<file path="config.mk">
export PLATFORM = sky130hd
export DESIGN_NAME = chronologic
export DESIGN_NICKNAME = d
export VERILOG_FILES = /design/src/rtl/chronologic.sv
export SDC_FILE = /design/constraint.sdc
export NUM_CORES = 1
export LEC_CHECK = 0
export CORE_ASPECT_RATIO = 2
export CORE_MARGIN = 2
export CORE_UTILIZATION = 55
export CTS_BUF_LIST = sky130_fd_sc_hd__clkbuf_4
export DETAILED_ROUTE_END_ITERATION = 8
export PLACE_DENSITY = 0.71
export SYNTH_ARGS = -nofsm -noshare
export SYNTH_HDL_FRONTEND = slang
export SYNTH_SLANG_ARGS = --single-unit
export TNS_END_PERCENT = 10
</file>
<file path="constraint.sdc">
create_clock -name clk -period 8.45 [get_ports clk]
set_input_delay 2.1125 -clock clk [delete_from_list [all_inputs] [get_ports clk]]
set_output_delay 2.1125 -clock clk [all_outputs]
set_load 0.1 [all_outputs]
</file>
<file path="src/rtl/chronologic.sv">
// chronologic: single-clock 16-entry FIFO with full/empty flags and occupancy.
// Writes when full and reads when empty are silently dropped.
// Define CHRONOLOGIC_ASSERT_EN to compile in the boundary SVA checkers.
module chronologic #(
  parameter int DATA_W = 8,
  parameter int DEPTH  = 16,
  parameter int CNT_W  = 5
) (
  input  logic              clk,
  input  logic              rst_n,
  input  logic              write_enable,
  input  logic [DATA_W-1:0] write_data,
  input  logic              read_enable,
  output logic [DATA_W-1:0] read_data,
  output logic              full_flag,
  output logic              empty_flag,
  output logic [CNT_W-1:0]  word_count
);
  localparam int PTR_W = $clog2(DEPTH);
  localparam logic [CNT_W-1:0] FULL_CNT = CNT_W'(DEPTH);

  logic [DATA_W-1:0] mem [DEPTH];
  logic [PTR_W-1:0]  wr_ptr, rd_ptr;
  logic              wr_ok, rd_ok;

  // flags decode straight from the count register, no extra latency
  assign full_flag  = (word_count == FULL_CNT);
  assign empty_flag = (word_count == '0);
  assign wr_ok      = write_enable & ~full_flag;
  assign rd_ok      = read_enable & ~empty_flag;

  // storage array: not reset, contents only matter once written
  always_ff @(posedge clk) begin
    if (wr_ok) mem[wr_ptr] <= write_data;
  end

  // pointers wrap naturally at DEPTH (power of two)
  always_ff @(posedge clk or negedge rst_n) begin
    if (!rst_n) begin
      wr_ptr <= '0;
      rd_ptr <= '0;
    end else begin
      if (wr_ok) wr_ptr <= wr_ptr + PTR_W'(1);
      if (rd_ok) rd_ptr <= rd_ptr + PTR_W'(1);
    end
  end

  // registered read data, holds when no read is accepted
  always_ff @(posedge clk or negedge rst_n) begin
    if (!rst_n)     read_data <= '0;
    else if (rd_ok) read_data <= mem[rd_ptr];
  end

  // occupancy: moves only when exactly one side is accepted
  always_ff @(posedge clk or negedge rst_n) begin
    if (!rst_n) word_count <= '0;
    else begin
      case ({wr_ok, rd_ok})
        2'b10:   word_count <= word_count + CNT_W'(1);
        2'b01:   word_count <= word_count - CNT_W'(1);
        default: word_count <= word_count;
      endcase
    end
  end

`ifdef CHRONOLOGIC_ASSERT_EN
  a_full_dec: assert property (@(posedge clk) disable iff (!rst_n)
    full_flag == (word_count == FULL_CNT))
    else $error("chronologic: full_flag disagrees with word_count");
  a_empty_dec: assert property (@(posedge clk) disable iff (!rst_n)
    empty_flag == (word_count == '0))
    else $error("chronologic: empty_flag disagrees with word_count");
  a_cnt_range: assert property (@(posedge clk) disable iff (!rst_n)
    word_count <= FULL_CNT)
    else $error("chronologic: word_count exceeds DEPTH");
  a_full_wr: assert property (@(posedge clk) disable iff (!rst_n)
    full_flag & write_enable & ~read_enable |=> $stable(word_count))
    else $error("chronologic: write while full changed word_count");
  a_empty_rd: assert property (@(posedge clk) disable iff (!rst_n)
    empty_flag & read_enable & ~write_enable |=> $stable(word_count))
    else $error("chronologic: read while empty changed word_count");
  a_flag_excl: assert property (@(posedge clk) disable iff (!rst_n)
    !(full_flag & empty_flag))
    else $error("chronologic: full_flag and empty_flag both set");
`else
`endif
endmodule

</file>
* After elaboration in Yosys (flattened, before gate mapping) *
Memories as Yosys holds them, arrays and structs flattened. A register that Yosys moved wholly into a read port is not among the register bits.
Index checks and enable logic that the tools add are counted.
Widths: inputs -> output; s select.

cells by class
  bitwise gates (word level) = 4
  add/subtract/negate cells = 4
  equality and inequality tests = 3
  reduce and logical (&&, ||, !) cells = 3
  multiplexer cells = 3

operator list
  kind                 count
  $pmux 5 s2           1
  $add 4x1->4 const B  2
  $add 5x1->5 const B  1
  $eq 5x5->1 const B   1
  $logic_not 5->1      1
  $sub 5x1->5 const B  1
  $and 1x1->1          2
  $eq 2x1->1 const B   1
  $eq 2x2->1 const B   1
  $mux 1               2
  $not 1->1            2
  $reduce_bool 2->1    1
  $logic_not 1->1      1

word-level totals
  RAM bits = 128
  bits of input ports = 12
  memories kept = 1
  flip-flop bits (word level) = 13
  logic and storage cells = 21

memory list
  memory  words  width  read ports  clocked after memory_dff  write ports  RTL line  RTL
  mem     16     8      1           1                         1            22        logic [DATA_W-1:0] mem [DEPTH];

* Depth between registers and ports, before layout *
  depth in word-level cells = 5
  mapped depth = 13
  gate-level depth less buffers = 12

* Worst setup path before layout *
No wires, ideal clock.

  path type = reg-to-output
  start point = reg word_count[0]
  end point = out empty_flag
  data arrival time = 2.711 ns
  data required time = 6.338 ns
  slack = 3.626 ns
  stages on the path, launching flop included = 3
  buffers on the path = 0
  cells stage by stage = dfrtp_1 or4_1 nor2_1

between the ends
  word-level cells in the longest chain between the ends = 1

ends and longest elaborated chain
  what                      RTL line  RTL
  start: declaration        17        output logic [CNT_W-1:0] word_count
  start signal: assignment  59        2'b10: word_count <= word_count + CNT_W'(1);
  start signal: assignment  60        2'b01: word_count <= word_count - CNT_W'(1);
  start signal: assignment  61        default: word_count <= word_count;
  $logic_not 5->1           28        assign empty_flag = (word_count == '0);
  end: declaration          16        output logic empty_flag,

No other way between the ends.

* Worst setup path in the final report *
  start point = reg word_count[1]
  end point = out empty_flag

The elaborated chain is that of the path after synthesis.

==> results.yml <==
clock_tree:
  clock-sinks: 149
  clkTransAtPathRegs_ns: 0.13
  cts_tree: "yes"
  cts_buffers: 17
  root_buffer: "clkbuf_4"
  post_cts_resized: 0
  post-cts-setup-buffers: 0
  htree_levels: 4
  clkLatencyLatePin_ns: 0.55
  ctsHoldBuffers: 0
  cts_buffer_depth: 2
floorplanning:
  design.core.area_mm2: 0.0105
  fp.dieArea_mm2: 0.0117
  die_h_um: 151
  die_x_um: 77.5
  ioPinCount: 27
  placementRows: 53
  initial_core_util: 0.563
synthesis:
  ys_seq_area_frac: 0.736
  ys_seq_elements: 149
  synth_fa_ha_area_frac: 0.0223
  synth.distinct_cells: 32
  syn_area_mm2: 0.00593
  synth_compound_area_frac: 0.0240
  synth-xor-area-share: 0.0148
  synth_top_family_by_area: "multiplexers"
  synth_simple_gate_area_frac: 0.0436
  synth_fp_nets: 338
  synth_area_per_cell_um2: 18.8
  muxShareOfSynthArea: 0.139
  ys_warn_count: 0
  synthCells: 316
global_route:
  grt_first_pass_wirelength_mm: 17.1
  grt_antenna_before_repair: 0
  grt_util_met3: 0.0495
  grt_max_degree: 35
  use_met2: 0.379
  track_usage: 0.206
  busiest_layer: "met2"
  use_met1: 0.226
  overflow: 0
  grt_pass1_vias: 3018
power_and_ir_drop:
  combinationalPowerShare: 0.381
  seqPwrFrac: 0.433
  internal_power_mw: 1.42
  p_sw_frac: 0.388
  pwr-share-clk: 0.186
  power_density_mw_per_mm2: 352
  p_sw_mw: 0.902
  p_leak_nw: 2.22
  ir_worst_vdd_uv: 232
  power_mw: 2.33
timing:
  hold_violations: 0
  grt_setup_unrepaired: "no"
  slew_viol_final: 0
  fmax_mhz: 202
  tns_ns: 0
  fin_crit_sh: 0.586
  fin_skew_ns: 0.0242
  min_period_ns: 4.95
  slew-limit-headroom: 0.279
  setup_slack_ns: 3.50
  setup_viol: 0
  worst_pin_slew_ns: 1.08
placement:
  dpl_worst_slack_ns: 3.70
  dpl-instance-area_mm2: 0.00632
  hpwl_mm: 7.42
  gpl.final_weighted_congestion: 0.757
  port_buffers: 26
critical_path:
  crit_type: "reg -> out"
  arrival_ns: 2.84
  worst_setup_path_end_kind: "primary output"
  cp_max_fo: 5
  required_ns: 6.34
  worstSetupStartpointType: "register"
cells_and_area:
  syn_to_final_growth_pct: 11.2
  num-nets-final: 371
  antenna_cells: 0
  finish.instance_area_mm2: 0.00660
  drive_above_1_share: 0.204
  fin_util: 0.626
  final_common_cell: "edfxtp_1"
  final_cell_mix: "edfxtp_1, mux4_2, nand2_1"
routing:
  drt-initial-drc-count: 139
  drc: 0
  via_per_inst: 5.71
  dr.pass1.iters: 5
  wirelength_mm: 10.9
  num_vias: 2850
  final_antenna_net_count: 0
  wl_per_cell_um: 21.9
run:
  max_cap_violations: 0
status:
  status: "complete, no violations"
hold_path:
  hold_class: "reg -> reg"
metrics by stage:
stage                     hold WS, ns  std cells
after detailed placement        0.469        467
after CTS                       0.494        499
after global placement          0.462        467
after floorplan                 0.570        316
final                           0.486        499
after global routing            0.518        499
worst max-delay path: stages, from the launching register on:
cell             delay, ns
dfrtp_1               0.46
or4_1                 0.60
nor2_1                0.11
clkdlybuf4s50_1       1.13
flip-flops by register name, summed over array words and instances (netlist names):
name,cells
mem,128
wr_ptr,4
rd_ptr,4
word_count,5
read_data,8
final timing paths:
kind,from,endpoint,slack (ns),depth (start not counted)
worst min register to register,read_data[7],read_data[7],0.49,2
worst max register to register,word_count[1],word_count[4],5.00,10
min in group asynchronous,rst_n,read_data[5],2.08,1
worst max-delay path,word_count[1],empty_flag,3.50,3
max in group asynchronous,rst_n,wr_ptr[3],5.76,1
worst min-delay path,read_data[7],read_data[7],0.49,2
per-layer routing:
layer  up-vias  wire [um]
li1       1310          -
met1      1445       3940
met2        72       6320
met3        23        383
met4         0        293
met5         -          0
Yosys cell counts:
cell / number / area share
a21o_1: 1 / 0.0013
a21oi_1: 2 / 0.0017
and2_1: 1 / 0.0011
buf_1: 1 / 0.00063
buf_2: 6 / 0.0051
buf_4: 3 / 0.0038
buf_6: 1 / 0.0019
clkbuf_1: 5 / 0.0032
dfrtp_1: 21 / 0.089
edfxtp_1: 128 / 0.65
fa_1: 1 / 0.0034
ha_1: 9 / 0.019
inv_1: 8 / 0.0051
inv_2: 1 / 0.00063
mux2i_1: 8 / 0.013
mux4_2: 33 / 0.13
nand2_1: 30 / 0.019
nand2b_1: 3 / 0.0032
nand3_1: 1 / 0.00084
nand4_1: 2 / 0.0021
nor2_1: 13 / 0.0082
nor2b_1: 1 / 0.0011
nor3_1: 4 / 0.0034
nor4_1: 1 / 0.0011
o21ai_0: 11 / 0.0093
o21ai_2: 1 / 0.0015
o221ai_1: 7 / 0.010
or2_2: 1 / 0.0011
or3b_2: 1 / 0.0015
or4_1: 1 / 0.0013
xnor2_1: 8 / 0.012
xor2_1: 2 / 0.0030
cells by family after synthesis:
family	Yosys count
AOI/OAI and AO/OA	22
xor gates and xnor gates	10
adders and majority gates	10
buffers and inverters	25
DFF	149
muxes	41
and+or+nand+nor	59
layout make-up:
cell class	instances	area, um2
Multi-Input combinational cell	142	1460
Tap cell	137	171
Timing Repair Buffer	30	290
Clock buffer	20	150
Fill cell	755	3940
Sequential cell	149	4370
Inverter	9	33.8
Clock inverter	12	131
power by group through the flow:
stage | registers, mW | clock network, mW | logic, mW
after floorplan | 1.20 | 0 | 0.496
after global placement | 1.02 | 0 | 0.889
after detailed placement | 1.03 | 0 | 0.901
after CTS | 1.01 | 0.443 | 0.902
after global routing | 1.02 | 0.469 | 0.955
final | 1.01 | 0.433 | 0.886
No activity file was read; power rests on OpenSTA's default activity.
